===== src/rtl/const_ctrl_pipe.sv =====
// DOF-to-EX helper: immediate extension unit plus the loadable control-field
// pipeline flops, with the en->en_if and mc->mc_pre delay registers.
module const_ctrl_pipe #(
  parameter int unsigned IMM_W  = 15,
  parameter int unsigned DATA_W = 32
) (
  input  logic              clk,
  input  logic              rst_n,
  input  logic              load,
  input  logic              flush,
  input  logic [IMM_W-1:0]  imm,
  input  logic              cs,
  output logic [DATA_W-1:0] constant,
  input  logic              en,
  output logic              en_if,
  input  logic [1:0]        mc,
  output logic [1:0]        mc_pre,
  input  logic              ps_d,
  input  logic              rw_d,
  input  logic              mw_d,
  input  logic              ma_d,
  input  logic              mb_d,
  input  logic [1:0]        md_d,
  input  logic [1:0]        bs_d,
  output logic              ps_q,
  output logic              rw_q,
  output logic              mw_q,
  output logic              ma_q,
  output logic              mb_q,
  output logic [1:0]        md_q,
  output logic [1:0]        bs_q
);

  // Fill the whole word with the extension bit first, then overlay the
  // immediate; this stays legal when DATA_W equals IMM_W.
  always_comb begin
    constant = cs ? {DATA_W{imm[IMM_W-1]}} : '0;
    constant[IMM_W-1:0] = imm;
  end

  always_ff @(posedge clk) begin
    if (!rst_n) begin
      en_if  <= 1'b0;
      mc_pre <= '0;
      ps_q   <= 1'b0;
      rw_q   <= 1'b0;
      mw_q   <= 1'b0;
      ma_q   <= 1'b0;
      mb_q   <= 1'b0;
      md_q   <= '0;
      bs_q   <= '0;
    end else if (load) begin
      en_if  <= en;
      mc_pre <= mc;
      // A flushed slot becomes a NOP in EX; the delay flops keep tracking.
      if (flush) begin
        ps_q <= 1'b0;
        rw_q <= 1'b0;
        mw_q <= 1'b0;
        ma_q <= 1'b0;
        mb_q <= 1'b0;
        md_q <= '0;
        bs_q <= '0;
      end else begin
        ps_q <= ps_d;
        rw_q <= rw_d;
        mw_q <= mw_d;
        ma_q <= ma_d;
        mb_q <= mb_d;
        md_q <= md_d;
        bs_q <= bs_d;
      end
    end
  end

endmodule


===== config.mk =====
export PLATFORM = sky130hd
export DESIGN_NAME = const_ctrl_pipe
export DESIGN_NICKNAME = d
export VERILOG_FILES = /design/src/rtl/const_ctrl_pipe.sv
export SDC_FILE = /design/constraint.sdc
export NUM_CORES = 1
export LEC_CHECK = 0
export ABC_AREA = 1
export CORE_UTILIZATION = 24
export DETAILED_ROUTE_END_ITERATION = 12
export MAX_ROUTING_LAYER = met4
export PLACE_DENSITY = 0.75
export SLEW_MARGIN = 10
export SYNTH_ARGS = -nofsm -noshare
export SYNTH_HDL_FRONTEND = slang
export SYNTH_SLANG_ARGS = --single-unit
export TNS_END_PERCENT = 50

===== constraint.sdc =====
create_clock -name clk -period 0.8 [get_ports clk]
set_clock_uncertainty 0.05 [all_clocks]
set_input_delay 0.16 -clock clk [delete_from_list [all_inputs] [get_ports clk]]
set_output_delay 0.16 -clock clk [all_outputs]
set_load 0.02 [all_outputs]

# Word-level counts from Yosys, hierarchy flattened
# Index checks and enable logic that the tools add are counted.
[op_classes]
muxes = 8
[ops]
columns = ["operator", "count"]
rows = [
  ["$mux W32", 1],
  ["$mux W1", 5],
  ["$mux W2", 2],
]
[totals]
out_inout_bits = 44
ff_bits = 12
elab_cells = 17
in_bits = 32

# Longest topological paths before layout
[logic_depth]
ltp_word = 1
depth_mapped = 4
depth_no_buf = 3

# Worst setup path before layout
# No wires, ideal clock.
[synth_path]
path_type = "input-to-output"
from = "input port cs"
to = "output port constant[16]"
required_ns = 0.590
arrival_time_ns = 0.792
cell_stages = 3
slack_ns = -0.202
n_path_buf = 1
path_cell_list = "nand2_1 inv_1 buf_4"
[synth_via]
elab_chain_cells = 1
[synth_lines]
columns = ["element", "line", "text"]
rows = [
  ["start, declared", "12", "input logic cs,"],
  ["$mux W32", "37", "constant = cs ? {DATA_W{imm[IMM_W-1]}} : '0;"],
  ["end, declared", "13", "output logic [DATA_W-1:0] constant,"],
]
# Every way passes these cells.

# Worst setup path in the final report
[layout_path]
from = "input port cs"
to = "output port constant[27]"
# The elaborated chain is that of the path after synthesis.

==> qor.csv <==
stage,metric,value,unit
sta,number of setup violations in the final report,29,
logic_synthesis,"Top FF cell, synth",dfxtp_1,
layout,synthesis-to-layout area growth,69.5,%
logic_synthesis,Synth Instances,86,
logic_synthesis,Yosys top cell area share,0.358,
logic_synthesis,most common library cells after synthesis,"buf_4 (32), dfxtp_1 (12), nand2_1 (10), a21oi_1 (9), nand3_1 (9)",
sta,final hold violations,0,
logic_synthesis,largest cells by area after synthesis,"dfxtp_1 (36%), buf_4 (36%), a21oi_1 (6.7%), nand3_1 (6.7%), nand2_1 (5.6%)",
global_routing,global route overflow,0,
pwr,total power,1.51,mW
logic_synthesis,synth unique cells,10,
detailed_routing,drt total wl,1.70,mm
sta,PnR worst setup slack,-165,ps
sta,min cycle time layout,965,ps
worst_setup_path,"critical path fanouts, max",8,
layout,area of the multi-input gates,191,um^2
detailed_routing,Final ANT Viol Nets,0,
logic_synthesis,cell taking the most area after synthesis,dfxtp_1,
floorplan,die width,54.9,um
logic_synthesis,Synthesis Warnings,0,
layout,Storage cell area,255,um^2
floorplan,Starting Density,0.262,
place,# port buffers,47,
worst_setup_path,critical path arrival,750,ps
layout,final std cells w/o fill,143,
global_routing,via count of the first global-routing pass,513,
logic_synthesis,most common cell in the netlist,buf_4,
clock_tree,Post-CTS Hold Fix Bufs,0,
clock_tree,clk sinks,12,
clock_tree,CTS tree,yes,
logic_synthesis,asr flop ratio synth,0,
floorplan,Rows,18,
worst_setup_path,Crit Path Class,in -> out,
worst_setup_path,worst r2r src,mw_q$_SDFFE_PN0P_,
worst_setup_path,CP required,590,ps
worst_hold_path,HP Start,rst_n,
pwr,PD cells,1320,mW/mm^2
logic_synthesis,synthesized cell area,672,um^2
global_routing,GR Util All Layers,0.117,
clock_tree,clock latency on the worst-skew pair,260,ps
global_routing,first-pass GRT wire length,2.30,mm
logic_synthesis,Syn Nets,118,
worst_hold_path,Hold Path Stages,3,
floorplan,Core Region,0.00257,mm^2
clock_tree,Clock Tree Buf Depth,2,
global_routing,largest net degree at the start of global routing,13,
logic_synthesis,sequential share of the synthesized area,0.358,
detailed_routing,WL per Instance,11.9,um
clock_tree,Root Driver,clkbuf_4,
worst_hold_path,worst hold path type,in -> reg,
sta,Slew Limit Fails,0,
detailed_routing,residual DRC count,0,
sta,normalized max-slew margin,0.863,
outcome,status,"finished, violations left",
layout,Antenna diodes,0,
global_routing,initial antenna violation count,0,
place,gpl congestion,0.719,
logic_synthesis,mean area per synthesized cell,7.81,um^2
logic_synthesis,Post-synth EDFFs,0,
detailed_routing,DRT iter0 DRCs,12,
detailed_routing,First-pass DRT Iterations,4,
sta,RSZ-0062 raised after global routing,true,
sta,final period utilization,1.21,
sta,worst hold slack,193,ps
floorplan,Vert. Die Dim,54.9,um
worst_setup_path,Startpoint Class,primary input,
worst_hold_path,Hold EP,ma_q$_SDFFE_PN0P_,
clock_tree,CTS buffer count,3,
worst_setup_path,Critical R2R Capture,mw_q$_SDFFE_PN0P_,
pwr,Max VDD drop,0.603,mV
floorplan,die area,0.00302,mm^2
sta,actual slew at the worst max-slew pin,205,ps
place,cell count after placement,134,
worst_setup_path,flop2flop setup slack,70,ps
logic_synthesis,Seq cells post-synth,12,
sta,fmax,1040,MHz
detailed_routing,via count,589,
worst_setup_path,endpoint class of the critical path,output pin,
outcome,failing checks,negative setup slack,
detailed_routing,drt via density,4.12,
worst_setup_path,Worst Reg-to-Reg Cells,3,
layout,NumNets Final,147,
floorplan,IO Pins,76,
pwr,Leakage,0.500,nW
run,MaxCap Viol Count,0,
layout,fin util,0.443,
layout,Filler Cells Inserted,272,
layout,share of cells above drive strength 1,0.558,
clock_tree,H-tree levels,1,
clock_tree,clk slew on worst S/H paths,70,ps
==> how the worst max path moves through the flow <==
stage | startpoint | endpoint | slack (ps) | cells after the start
floorplan | cs | constant[16] | -130 | 3
global placement | imm[14] | constant[18] | -1010 | 4
detailed placement | imm[14] | constant[22] | -1060 | 4
CTS | imm[14] | constant[17] | -160 | 4
global route | cs | constant[27] | -200 | 4
finish | cs | constant[27] | -160 | 4
==> stage by stage <==
stage	worst slack [ps]	area, um^2	TNS, ps
detailed placement	-1060	978	-27420
CTS	-157	1080	-4400
global placement	-1010	978	-26430
finish	-165	1140	-3670
floorplan	-127	696	-2000
global route	-197	1140	-4760
==> report_power, final <==
group	switching [mW]	internal [mW]	total (mW)
combinational	0.228	0.266	0.494
clock	0.189	0.174	0.363
sequential	0.0185	0.630	0.649
total	0.436	1.07	1.51
==> sequential cells by signal (all words and copies together), names as in the netlist <==
register / count
mb_q: 1
ps_q: 1
ma_q: 1
md_q: 2
rw_q: 1
mc_pre: 2
en_if: 1
mw_q: 1
bs_q: 2
==> critical path, stage by stage <==
cell,delay (ps)
buf_8,100
nand2_8,80
clkinvlp_4,210
buf_6,200
==> metal layers <==
metal | share of wire | track usage | vias to the layer above | wire (um)
li1 | - | - | 297 | -
met1 | 0.38 | 0.111 | 268 | 639
met2 | 0.54 | 0.205 | 22 | 912
met3 | 0.085 | 0.0437 | 2 | 144
met4 | 0.0035 | 0.0625 | 0 | 6
met5 | 0 | - | - | 0
==> cells by family (layout without fill, tap and decap cells) <==
group / after synthesis / after routing / synth area share
buf+inv: 37 / 64 / 0.397
simple gates: 25 / 25 / 0.156
flops: 12 / 12 / 0.358
compound gates: 12 / 12 / 0.0894
==> cell type report <==
class,count,share of cell area
flip-flops and latches,12,0.224
inverters,4,0.0209
repair buffers,55,0.521
multi-input cells,37,0.168
well taps,30,0.0330
clock buffers,3,0.0198
repair inverters,2,0.0132
==> cells in the final DEF (no fill, tap or decap), drive strengths merged <==
master and instances:
buf 39, clkdlybuf4s50 13, dfxtp 12, nand2 10, nand3 9, a21oi 9
nor2 6, clkinvlp 3, o21ai 3, clkbuf 3, inv 3, dlymetal6s2s 2
dlygate4sd2 1
==> repair_timing <==
item | CTS | global route
pin swaps | 1 | 1
cloned | 2 | 0
gates resized for setup | 204 | 8
setup endpoints to repair | 42 | 41
buffers inserted | 1 | 3
(Power assumes the default switching activity.)
